`config.mk`:
```
export PLATFORM = sky130hd
export DESIGN_NAME = axi4lite_csr_slave
export DESIGN_NICKNAME = d
export VERILOG_FILES = /design/src/rtl/axi4lite_pkg.sv /design/src/rtl/axi4lite_csr_slave.sv
export SDC_FILE = /design/constraint.sdc
export NUM_CORES = 1
export LEC_CHECK = 0
export CAP_MARGIN = 20
export CORE_AREA = 2 2 467 469
export CTS_BUF_LIST = sky130_fd_sc_hd__clkbuf_8
export CTS_CLUSTER_DIAMETER = 30
export DETAILED_ROUTE_END_ITERATION = 8
export DIE_AREA = 0 0 469 471
export GPL_TIMING_DRIVEN = 0
export PLACE_DENSITY = 0.4
export REMOVE_ABC_BUFFERS = 1
export SLEW_MARGIN = 20
export SYNTH_ARGS = -nofsm -noshare
export SYNTH_HDL_FRONTEND = slang
export SYNTH_SLANG_ARGS = --single-unit
```
`constraint.sdc`:
```
create_clock -name clk -period 2.9 [get_ports clk]
set_input_delay 0.58 -clock clk [delete_from_list [all_inputs] [get_ports clk]]
set_output_delay 0.58 -clock clk [all_outputs]
set_load 0.005 [all_outputs]
```
`src/rtl/axi4lite_pkg.sv`:
```
// Response codes and FSM encodings shared by the AXI4-Lite interconnect and its slaves.
package axi4lite_pkg;
    localparam logic [1:0] RESP_OKAY   = 2'b00;
    localparam logic [1:0] RESP_SLVERR = 2'b10;

    localparam logic [0:0] W_IDLE = 1'b0;
    localparam logic [0:0] W_RESP = 1'b1;
    localparam logic [0:0] R_IDLE = 1'b0;
    localparam logic [0:0] R_DATA = 1'b1;
endpackage

```
`src/rtl/axi4lite_csr_slave.sv`:
```
// AXI4-Lite CSR bank: B one cycle after the later of AW/W, R one cycle after AR.
// One outstanding transaction per direction; B/R held until bready/rready, new requests stalled meanwhile.
module axi4lite_csr_slave
    import axi4lite_pkg::*;
#(
    parameter int                  ADDR_WIDTH = 32,
    parameter int                  DATA_WIDTH = 32,
    parameter int                  NUM_REGS   = 16,
    parameter int                  WIN_BITS   = 12,
    parameter logic [NUM_REGS-1:0] RO_MASK    = '0
) (
    input  logic                           clk,
    input  logic                           rst_n,
    input  logic [ADDR_WIDTH-1:0]          s_awaddr,
    input  logic [2:0]                     s_awprot,
    input  logic                           s_awvalid,
    output logic                           s_awready,
    input  logic [DATA_WIDTH-1:0]          s_wdata,
    input  logic [DATA_WIDTH/8-1:0]        s_wstrb,
    input  logic                           s_wvalid,
    output logic                           s_wready,
    output logic [1:0]                     s_bresp,
    output logic                           s_bvalid,
    input  logic                           s_bready,
    input  logic [ADDR_WIDTH-1:0]          s_araddr,
    input  logic [2:0]                     s_arprot,
    input  logic                           s_arvalid,
    output logic                           s_arready,
    output logic [DATA_WIDTH-1:0]          s_rdata,
    output logic [1:0]                     s_rresp,
    output logic                           s_rvalid,
    input  logic                           s_rready,
    output logic [NUM_REGS*DATA_WIDTH-1:0] csr_out,
    input  logic [NUM_REGS*DATA_WIDTH-1:0] csr_in,
    output logic [NUM_REGS-1:0]            csr_wr
);
    localparam int OFF_W  = WIN_BITS - 2;
    localparam int STRB_W = DATA_WIDTH / 8;

    logic [0:0]            wstate_q, wstate_d;
    logic [0:0]            rstate_q, rstate_d;
    logic                  aw_held_q, aw_held_d;
    logic                  w_held_q, w_held_d;
    logic [OFF_W-1:0]      awoff_q, awoff_d;
    logic [DATA_WIDTH-1:0] wdata_q, wdata_d;
    logic [STRB_W-1:0]     wstrb_q, wstrb_d;
    logic [DATA_WIDTH-1:0] regs_q [NUM_REGS];
    logic [DATA_WIDTH-1:0] regs_d [NUM_REGS];
    logic [NUM_REGS-1:0]   csr_wr_q, csr_wr_d;
    logic                  bvalid_q, bvalid_d;
    logic [1:0]            bresp_q, bresp_d;
    logic                  rvalid_q, rvalid_d;
    logic [1:0]            rresp_q, rresp_d;
    logic [DATA_WIDTH-1:0] rdata_q, rdata_d;

    logic                  aw_hs, w_hs;
    logic [OFF_W-1:0]      wr_off, ar_off;
    logic [DATA_WIDTH-1:0] wr_dat;
    logic [STRB_W-1:0]     wr_strb;
    logic                  unused_ok;

    assign s_awready = (wstate_q == W_IDLE) && !aw_held_q;
    assign s_wready  = (wstate_q == W_IDLE) && !w_held_q;
    assign s_arready = (rstate_q == R_IDLE);
    assign aw_hs     = s_awvalid && s_awready;
    assign w_hs      = s_wvalid && s_wready;

    // A held beat wins over the live bus so AW and W may arrive in any order.
    assign wr_off  = aw_held_q ? awoff_q : s_awaddr[WIN_BITS-1:2];
    assign wr_dat  = w_held_q ? wdata_q : s_wdata;
    assign wr_strb = w_held_q ? wstrb_q : s_wstrb;
    assign ar_off  = s_araddr[WIN_BITS-1:2];

    assign unused_ok = ^{s_awprot, s_arprot, s_awaddr[ADDR_WIDTH-1:WIN_BITS], s_awaddr[1:0],
                         s_araddr[ADDR_WIDTH-1:WIN_BITS], s_araddr[1:0]};

    always_comb begin
        wstate_d  = wstate_q;
        aw_held_d = aw_held_q;
        w_held_d  = w_held_q;
        awoff_d   = awoff_q;
        wdata_d   = wdata_q;
        wstrb_d   = wstrb_q;
        regs_d    = regs_q;
        csr_wr_d  = '0;
        bvalid_d  = bvalid_q;
        bresp_d   = bresp_q;
        if (wstate_q == W_IDLE) begin
            if (aw_hs) begin
                aw_held_d = 1'b1;
                awoff_d   = s_awaddr[WIN_BITS-1:2];
            end
            if (w_hs) begin
                w_held_d = 1'b1;
                wdata_d  = s_wdata;
                wstrb_d  = s_wstrb;
            end
            if ((aw_held_q || aw_hs) && (w_held_q || w_hs)) begin
                bresp_d = RESP_SLVERR;
                for (int i = 0; i < NUM_REGS; i++) begin
                    if (wr_off == OFF_W'(i) && !RO_MASK[i]) begin
                        bresp_d     = RESP_OKAY;
                        csr_wr_d[i] = 1'b1;
                        for (int b = 0; b < STRB_W; b++) begin
                            if (wr_strb[b]) regs_d[i][b*8 +: 8] = wr_dat[b*8 +: 8];
                        end
                    end
                end
                bvalid_d  = 1'b1;
                aw_held_d = 1'b0;
                w_held_d  = 1'b0;
                wstate_d  = W_RESP;
            end
        end else if (s_bready) begin
            bvalid_d = 1'b0;
            wstate_d = W_IDLE;
        end
    end

    // Reads sample regs_q, so a read captured alongside a commit sees the old value.
    always_comb begin
        rstate_d = rstate_q;
        rvalid_d = rvalid_q;
        rresp_d  = rresp_q;
        rdata_d  = rdata_q;
        if (rstate_q == R_IDLE) begin
            if (s_arvalid) begin
                rvalid_d = 1'b1;
                rstate_d = R_DATA;
                rresp_d  = RESP_SLVERR;
                rdata_d  = '0;
                for (int i = 0; i < NUM_REGS; i++) begin
                    if (ar_off == OFF_W'(i)) begin
                        rresp_d = RESP_OKAY;
                        rdata_d = RO_MASK[i] ? csr_in[i*DATA_WIDTH +: DATA_WIDTH] : regs_q[i];
                    end
                end
            end
        end else if (s_rready) begin
            rvalid_d = 1'b0;
            rstate_d = R_IDLE;
        end
    end

    always_ff @(posedge clk or negedge rst_n) begin
        if (!rst_n) begin
            wstate_q  <= W_IDLE;
            rstate_q  <= R_IDLE;
            aw_held_q <= 1'b0;
            w_held_q  <= 1'b0;
            awoff_q   <= '0;
            wdata_q   <= '0;
            wstrb_q   <= '0;
            for (int i = 0; i < NUM_REGS; i++) regs_q[i] <= '0;
            csr_wr_q  <= '0;
            bvalid_q  <= 1'b0;
            bresp_q   <= RESP_OKAY;
            rvalid_q  <= 1'b0;
            rresp_q   <= RESP_OKAY;
            rdata_q   <= '0;
        end else begin
            wstate_q  <= wstate_d;
            rstate_q  <= rstate_d;
            aw_held_q <= aw_held_d;
            w_held_q  <= w_held_d;
            awoff_q   <= awoff_d;
            wdata_q   <= wdata_d;
            wstrb_q   <= wstrb_d;
            regs_q    <= regs_d;
            csr_wr_q  <= csr_wr_d;
            bvalid_q  <= bvalid_d;
            bresp_q   <= bresp_d;
            rvalid_q  <= rvalid_d;
            rresp_q   <= rresp_d;
            rdata_q   <= rdata_d;
        end
    end

    always_comb begin
        for (int i = 0; i < NUM_REGS; i++) csr_out[i*DATA_WIDTH +: DATA_WIDTH] = regs_q[i];
    end

    assign csr_wr   = csr_wr_q;
    assign s_bvalid = bvalid_q;
    assign s_bresp  = bresp_q;
    assign s_rvalid = rvalid_q;
    assign s_rresp  = rresp_q;
    assign s_rdata  = rdata_q;
endmodule
```
==> out/results.ini, run 1 <==
[worst_setup_path]
critical_path.max_fanout=22
reg2reg_slack_ns=0.02
slowest_delay_ns=0.68
cp.required_ns=3.76
critPathLaunchType=input pin
critPathArrivalTime_ns=3.76
r2r_end=csr_out[340]$_DFFE_PN0P_
slowest_stage=nor3_4
path_cells=clkdlybuf4s50_1, nor4_4, nand2_4, buf_16, nor3_4, buf_8, a221oi_1, a31oi_1
crit_path_end_kind=flip-flop
r2r-start=wstate_q$_DFF_PN0_
crit_type=input pin to flip-flop
ff2ff_path_depth=6

[job]
maxCapViolations=0

[pwr]
ir_drop_mv=0.7723
internal-power_mw=21.16
power_switching_mw=9.699
pwr-share-comb=0.180
p_per_area_nw_per_um2=681.4
power_frac_clock=0.505
seqPwrFrac=0.316
power_leakage_nw=20.57
swShare=0.3143
finalPower_mw=30.86

[floorplan]
dieArea_um2=220900
die_w_um=469
initial_utilization=0.1370
die_h_um=471
coreArea_um2=216100
num_io_pins=1194
num_rows=171

[place]
place_area_um2=40160
place.gp.congestion=0.7896
portBuffers=629
dpl.hpwl_mm=139.7

[synth]
synth.distinct_cells=79
synth_edf_count=0
synth-main-ff-cell=dfrtp_1
syn_inst=2376
ys_ff_latch=614
yosys_warnings=0
syn_avg_cell_area_um2=12.46
syn_area_um2=29590
async_flop_share=1.000
synth_seq_area_share=0.5192

[route]
drt-met1-wl_mm=82.29
antenna_left=0
wl_met3_mm=16.57
drtIter0Drc=1751
top_layer=met5
route.met2.wl_mm=81.12
wire_per_inst_um=30.06
viasPerCell=4.003
wirelength_mm=185.5
num_vias=24700
drc=0
first_pass_iters=5

[min_path]
hp-class=input pin to async pin

[sta]
setup_violations=0
finClkSkew_ns=0.07150
finalCritPeriodShare=0.9985
slew_headroom=0.4141
hold_violations=0
fin_crit_ns=2.896
timing.hold.ws_ns=0.1719
max_freq_ghz=0.3453
slew_viol_final=0
rsz0062_at_grt=true
tightest_slew_ns=0.8697

[clocking]
cts_tree=done
htreeDepth=4
clk_latency_ns=0.97
numCtsBuffers=205
clkTransAtPathRegs_ns=0.05
cts_sinks=614
clockBufferDepth=3
clock-root-buffer=clkbuf_8

[grt]
grt_max_degree=91
grt-ovfl-total=0
grt_pass1_vias=25720
grt_antenna_before_repair=28
track_usage=0.1638
grt_pass1_wl_mm=243.4

[cells_and_area]
fillers=23470
final_area_um2=45290
multi_input_area_um2=13720
drive_gt1_frac=0.2798
regArea_um2=15380
nNetsFinal=3752
area_growth_pct=53.02

[status]
status=finished clean

==> critical path: cells and delay by family <==
kind                   cells  cell delay, ns
AOI/OAI and AO/OA          2            0.45
buffers and inverters      3            1.04
and+or+nand+nor            3            1.64
==> metrics by stage <==
stage / setup WS [ns] / util / cells / setup TNS [ns]
final: 0.004344 / 0.2096 / 6171 / 0
after global routing: -0.03683 / 0.2095 / 6164 / -0.2458
after CTS: 0.0003078 / 0.2093 / 6156 / 0
after detailed placement: -1.709 / 0.1858 / 5759 / -368.39
after global placement: -30.31 / 0.1792 / 5697 / -
after floorplan: -0.7765 / - / 2214 / -66.70
==> flip-flops by register name, indices dropped and copies added (netlist names), 4 cells and up <==
register	flops
csr_out	512
s_rdata	32
wdata_q	32
csr_wr	16
awoff_q	10
wstrb_q	4
==> timing repair <==
item                       4_1_cts  5_1_grt
resized for setup               52        5
hold buffers                     1        0
pin swaps                        2        0
hold endpoints to repair       100        0
setup endpoints to repair      382       37
buffers inserted                14        0
cloned                           0        0
==> area by class of cell <==
cell class,count,share of cell area
clock buffer,256,0.07780
multi-input combinational,1584,0.3030
clock inverter,126,0.02851
inverter,16,0.001713
sequential,614,0.3396
tap,2854,0.07885
timing repair buffer,706,0.1696
antenna,15,0.0008289
==> synth_stat cells (7+ instances only) <==
cell type	n	share of area
nor2b_1	26	0.0055
o2111ai_1	8	0.0024
dfrtp_1	614	0.52
o21ai_0	131	0.022
mux2i_1	14	0.0047
buf_4	8	0.0020
and3b_1	19	0.0056
a22o_1	8	0.0024
a21o_1	38	0.0096
nor2_1	93	0.012
o221a_1	18	0.0068
a221oi_1	19	0.0056
nand2_4	19	0.0072
o211ai_1	30	0.0076
a221o_1	10	0.0034
inv_1	13	0.0016
nand2b_1	14	0.0030
o2bb2ai_1	7	0.0021
a222oi_1	20	0.0068
buf_1	14	0.0018
mux2_4	80	0.041
nor2_4	15	0.0057
clkbuf_1	104	0.013
a31oi_1	34	0.0072
nand2_2	18	0.0038
nand3_1	33	0.0056
buf_2	31	0.0052
mux2_2	269	0.10
nand2_1	123	0.016
a21oi_1	106	0.018
mux2_1	268	0.10
nand2_8	10	0.0068
a22oi_1	25	0.0063
or2_0	15	0.0032
o22ai_1	36	0.0076
==> layer usage <==
layer,vias up,track usage
li1,10440,-
met1,12860,0.2121
met2,1130,0.2492
met3,263,0.06228
met4,14,0.05152
met5,-,0
==> power by group through the flow <==
stage,registers [mW],logic (mW),clock network [mW]
4_1_cts,9.74,5.71,16.0
6_report,9.74,5.54,15.6
2_1_floorplan,9.78,2.26,0
3_3_place_gp,10.1,5.11,0
3_5_place_dp,9.93,5.55,0
5_1_grt,9.82,5.96,16.5
==> worst max-delay path by stage <==
| stage | startpoint | end | cells after the start |
|---|---|---|---|
| 6_report | s_araddr[11] | s_rdata[18]$_DFFE_PN0P_ | 8 |
| 5_1_grt | wstate_q$_DFF_PN0_ | csr_out[340]$_DFFE_PN0P_ | 5 |
| 4_1_cts | wstate_q$_DFF_PN0_ | csr_out[355]$_DFFE_PN0P_ | 5 |
| 3_5_place_dp | s_araddr[4] | s_rdata[15]$_DFFE_PN0P_ | 10 |
| 3_3_place_gp | rst_n | csr_out[425]$_DFFE_PN0P_ | 1 |
| 2_1_floorplan | s_awaddr[8] | csr_out[200]$_DFFE_PN0P_ | 6 |
==> cell families (layout without fill, tap and decap cells) <==
family,after synthesis,in the layout,share of synthesized area
mux,632,632,0.2504
flops,614,614,0.5192
compound gates,518,518,0.1171
simple gates,432,432,0.08620
buf+inv,179,1104,0.02697
other cells,1,17,0.0001267
==> cells in the final DEF, fill, tap and decap left out, drive strengths merged, types with 38 or more instances in the layout <==
master / n
mux2: 617
clkdlybuf4s50: 614
dfrtp: 614
clkbuf: 256
nand2: 170
o21ai: 134
nor2: 111
a21oi: 106
buf: 81
inv: 59
clkinv: 57
a21o: 38
Note: power is estimated with default switching activity, not from simulation.
==> run 2, diff against run 1 <==
Settings changed: ABC_AREA from default to 1, CORE_AREA 2 2 467 469 to 2 2 471 473, DIE_AREA 0 0 469 471 to 0 0 473 475, PLACE_DENSITY 0.4 to 0.39.
==> run 2 against run 1 <==
- worst setup slack got worse by 0.16 ns
- hold slack got worse by 0.056 ns
- core utilization fell by 0.41 points
- highest routed layer unchanged
- die area rose by 1.7%
- clock skew fell by 0.0085 ns
- critical path depth rose by 6
- the run now ends with negative setup slack left
- count of clock-buffer cells in the layout fell by 4
- critical path type unchanged
- via count rose by 11%
==> out/results.ini, run 2 <==
[cells_and_area]
drive_gt1_frac=0.1679  ; -0.1119
area_growth_pct=61.94
largest_reg_flops=512  ; unchanged
nNetsFinal=4712  ; +26%
final_cell_count_no_fill=7147  ; +16%
layout_common_cells=nand2_1, clkdlybuf4s50_1, dfrtp_1
layout_commonest_cell=nand2_1

[pwr]
p_per_area_nw_per_um2=756.8  ; +11%
power_leakage_nw=19.50  ; -5.2%
finalPower_mw=34.07  ; +10%
ir_drop_mv=0.5220  ; -32%

[sta]
finalCritPeriodShare=1.054  ; +0.05531
worst_slack_ns=-0.1561  ; -0.1604 ns
fin_crit_ns=3.056  ; +0.1604 ns
hold_violations=0  ; unchanged
slew_headroom=0.3065  ; -0.1075
tightest_slew_ns=1.040  ; +0.1705 ns
finClkSkew_ns=0.06305  ; -0.008453 ns
slew_viol_final=0  ; unchanged
rsz0062_at_grt=true
setup_violations=5  ; +5
max_freq_ghz=0.3272  ; -5.2%

[synth]
ys_ff_latch=614  ; unchanged
synthTopCellsByCount=nand2_1, dfrtp_1, o21ai_0
synth_seq_area_share=0.5526  ; +0.03346
synth_area_leader_cell=dfrtp_1
async_flop_share=1.000  ; unchanged
synth_area_leaders=dfrtp_1, nand2_1, o21ai_0
synth_edf_count=0  ; unchanged
synth.distinct_cells=50  ; -37%
synth.top_cell.area_share=0.5526  ; +0.03346
synth-main-ff-cell=dfrtp_1
yosys_warnings=0  ; unchanged
syn_inst=3286  ; +38%
syn_avg_cell_area_um2=8.461  ; -32%
yosysMostFrequentCell=nand2_1
syn_area_um2=27800  ; -6.1%

[grt]
grt_pass1_wl_mm=251.3  ; +3.2%
grt_antenna_before_repair=30  ; +7.1%
track_usage=0.1671  ; +0.003370
grt-ovfl-total=0  ; unchanged
grt_max_degree=91  ; unchanged
grt_pass1_vias=26850  ; +4.4%

[clocking]
clk_latency_ns=0.98  ; about the same
cts_sinks=614  ; unchanged
numCtsBuffers=200  ; -2.4%
clkTransAtPathRegs_ns=0.05  ; about the same
clock-root-buffer=clkbuf_8
htreeDepth=4  ; unchanged
clockBufferDepth=3  ; unchanged
cts_tree=done

[route]
antenna_left=0  ; unchanged
first_pass_iters=5  ; unchanged
viasPerCell=3.847  ; -3.9%
drtIter0Drc=2373  ; +36%
drc=0  ; unchanged
wire_per_inst_um=27.08  ; -9.9%
wirelength_mm=193.5  ; +4.4%
num_vias=27490  ; +11%

[worst_setup_path]
reg2reg_slack_ns=0.16  ; +0.14 ns
crit_type=input pin to flip-flop
path_cells=clkdlybuf4s50_1, inv_1, nor2_1, clkinv_1, nor4_2, buf_2, buf_4, buf_2, nand2_1, nand4_1, o21ai_1, nand2_1, nand2_1, nand2_1
slowest_stage=nor4_2
critPathArrivalTime_ns=3.94  ; +0.18 ns
critical_path.max_fanout=9  ; -59%
r2r-start=w_held_q$_DFFE_PN0P_
worst-path-buf-inv=6  ; +3
crit_path_start=s_araddr[5]
crit_family=buffers and inverters
slowest_delay_ns=0.81  ; +0.13 ns
cp_common_cell=nand2_1
crit_path_end_kind=flip-flop
cp.required_ns=3.78  ; +0.02 ns
critPathLaunchType=input pin

[place]
place.gp.congestion=0.7823  ; -0.92%
dpl.hpwl_mm=146.3  ; +4.7%
portBuffers=629  ; unchanged
dp.cells=6675  ; +16%

[floorplan]
dieArea_um2=224700  ; +1.7%
initial_utilization=0.1269  ; -0.01004
coreArea_um2=219100  ; +1.4%
die_h_um=475  ; +0.85%
die_w_um=473  ; +0.85%
num_io_pins=1194  ; unchanged
num_rows=172  ; +0.58%

[min_path]
hp-class=input pin to async pin

[status]
failed_checks=negative setup slack
status=finished with violations

[job]
maxCapViolations=0  ; unchanged

==> run 2: timing repair <==
action / 4_1_cts / 5_1_grt
setup buffers: 72 / 4
pin swaps: 36 / 7
hold buffers: 1 / 0
cloned: 2 / 2
resized for setup: 131 / 29
setup endpoints to repair: 576 / 321
hold endpoints to repair: 265 / 0
==> run 2: worst paths after layout <==
kind | endpoint | cells after the start
min | csr_out[388]$_DFFE_PN0P_ | 2
max in group asynchronous | csr_out[116]$_DFFE_PN0P_ | 7
max reg2reg | csr_out[313]$_DFFE_PN0P_ | 15
min reg2reg | s_rvalid$_DFFE_PN0P_ | 1
min in group clk | wdata_q[31]$_DFFE_PN0P_ | 3
max | s_rdata[31]$_DFFE_PN0P_ | 14
==> run 2: power by group <==
part | switching, mW | leakage, nW | total, mW | internal, mW
clock | 5.69 | 2.65 | 16.3 | 10.7
sequential | 0.857 | 8.31 | 10.4 | 9.57
combinational | 4.96 | 8.54 | 7.31 | 2.35
total | 11.5 | 19.5 | 34.1 | 22.6
==> run 2: stage by stage <==
stage               hold slack [ns]  setup WS, ns  utilization  instance area [µm²]   TNS, ns
finish                       0.1155       -0.1561       0.2055                45020   -0.4376
global route                0.07572       -0.1265       0.2053                44990   -0.9009
CTS                       0.0009528     -0.005933       0.2044                44770  -0.01920
detailed placement           0.4432        -2.981       0.1752                38380  -1218.74
global placement             0.4244        -30.65       0.1680                36810         -
floorplan                    0.2844        -1.747            -                26930   -382.19
==> run 2: logic make-up (layout without fill, tap and decap cells) <==
family | Yosys count | count (layout) | share of synthesized area
AND/OR/NAND/NOR | 1459 | 1462 | 0.2243
multiplexers | 14 | 14 | 0.005175
flip-flops | 614 | 614 | 0.5526
buffers and inverters | 399 | 1367 | 0.05999
other | 1 | 20 | 0.0001349
AO/OA/AOI/OAI | 799 | 799 | 0.1577
==> run 2: cell type report <==
class                           instances  area, µm²
Tap cell                             2871       3592
Clock inverter                        121       1508
Inverter                              209      858.3
Clock buffer                          252       3468
Antenna cell                           18      45.04
Sequential cell                       614      15370
Timing Repair Buffer                  785       8583
Multi-Input combinational cell       2277      11590
Fill cell                           24170     174100
==> run 2: routing by layer <==
| metal | wire, µm | global-route usage | share of wire |
|---|---|---|---|
| met4 | 5892 | 0.05388 | 0.030 |
| met3 | 17590 | 0.05642 | 0.091 |
| met1 | 90550 | 0.2319 | 0.47 |
| met5 | 96 | 0 | 0.00050 |
| met2 | 79420 | 0.2404 | 0.41 |
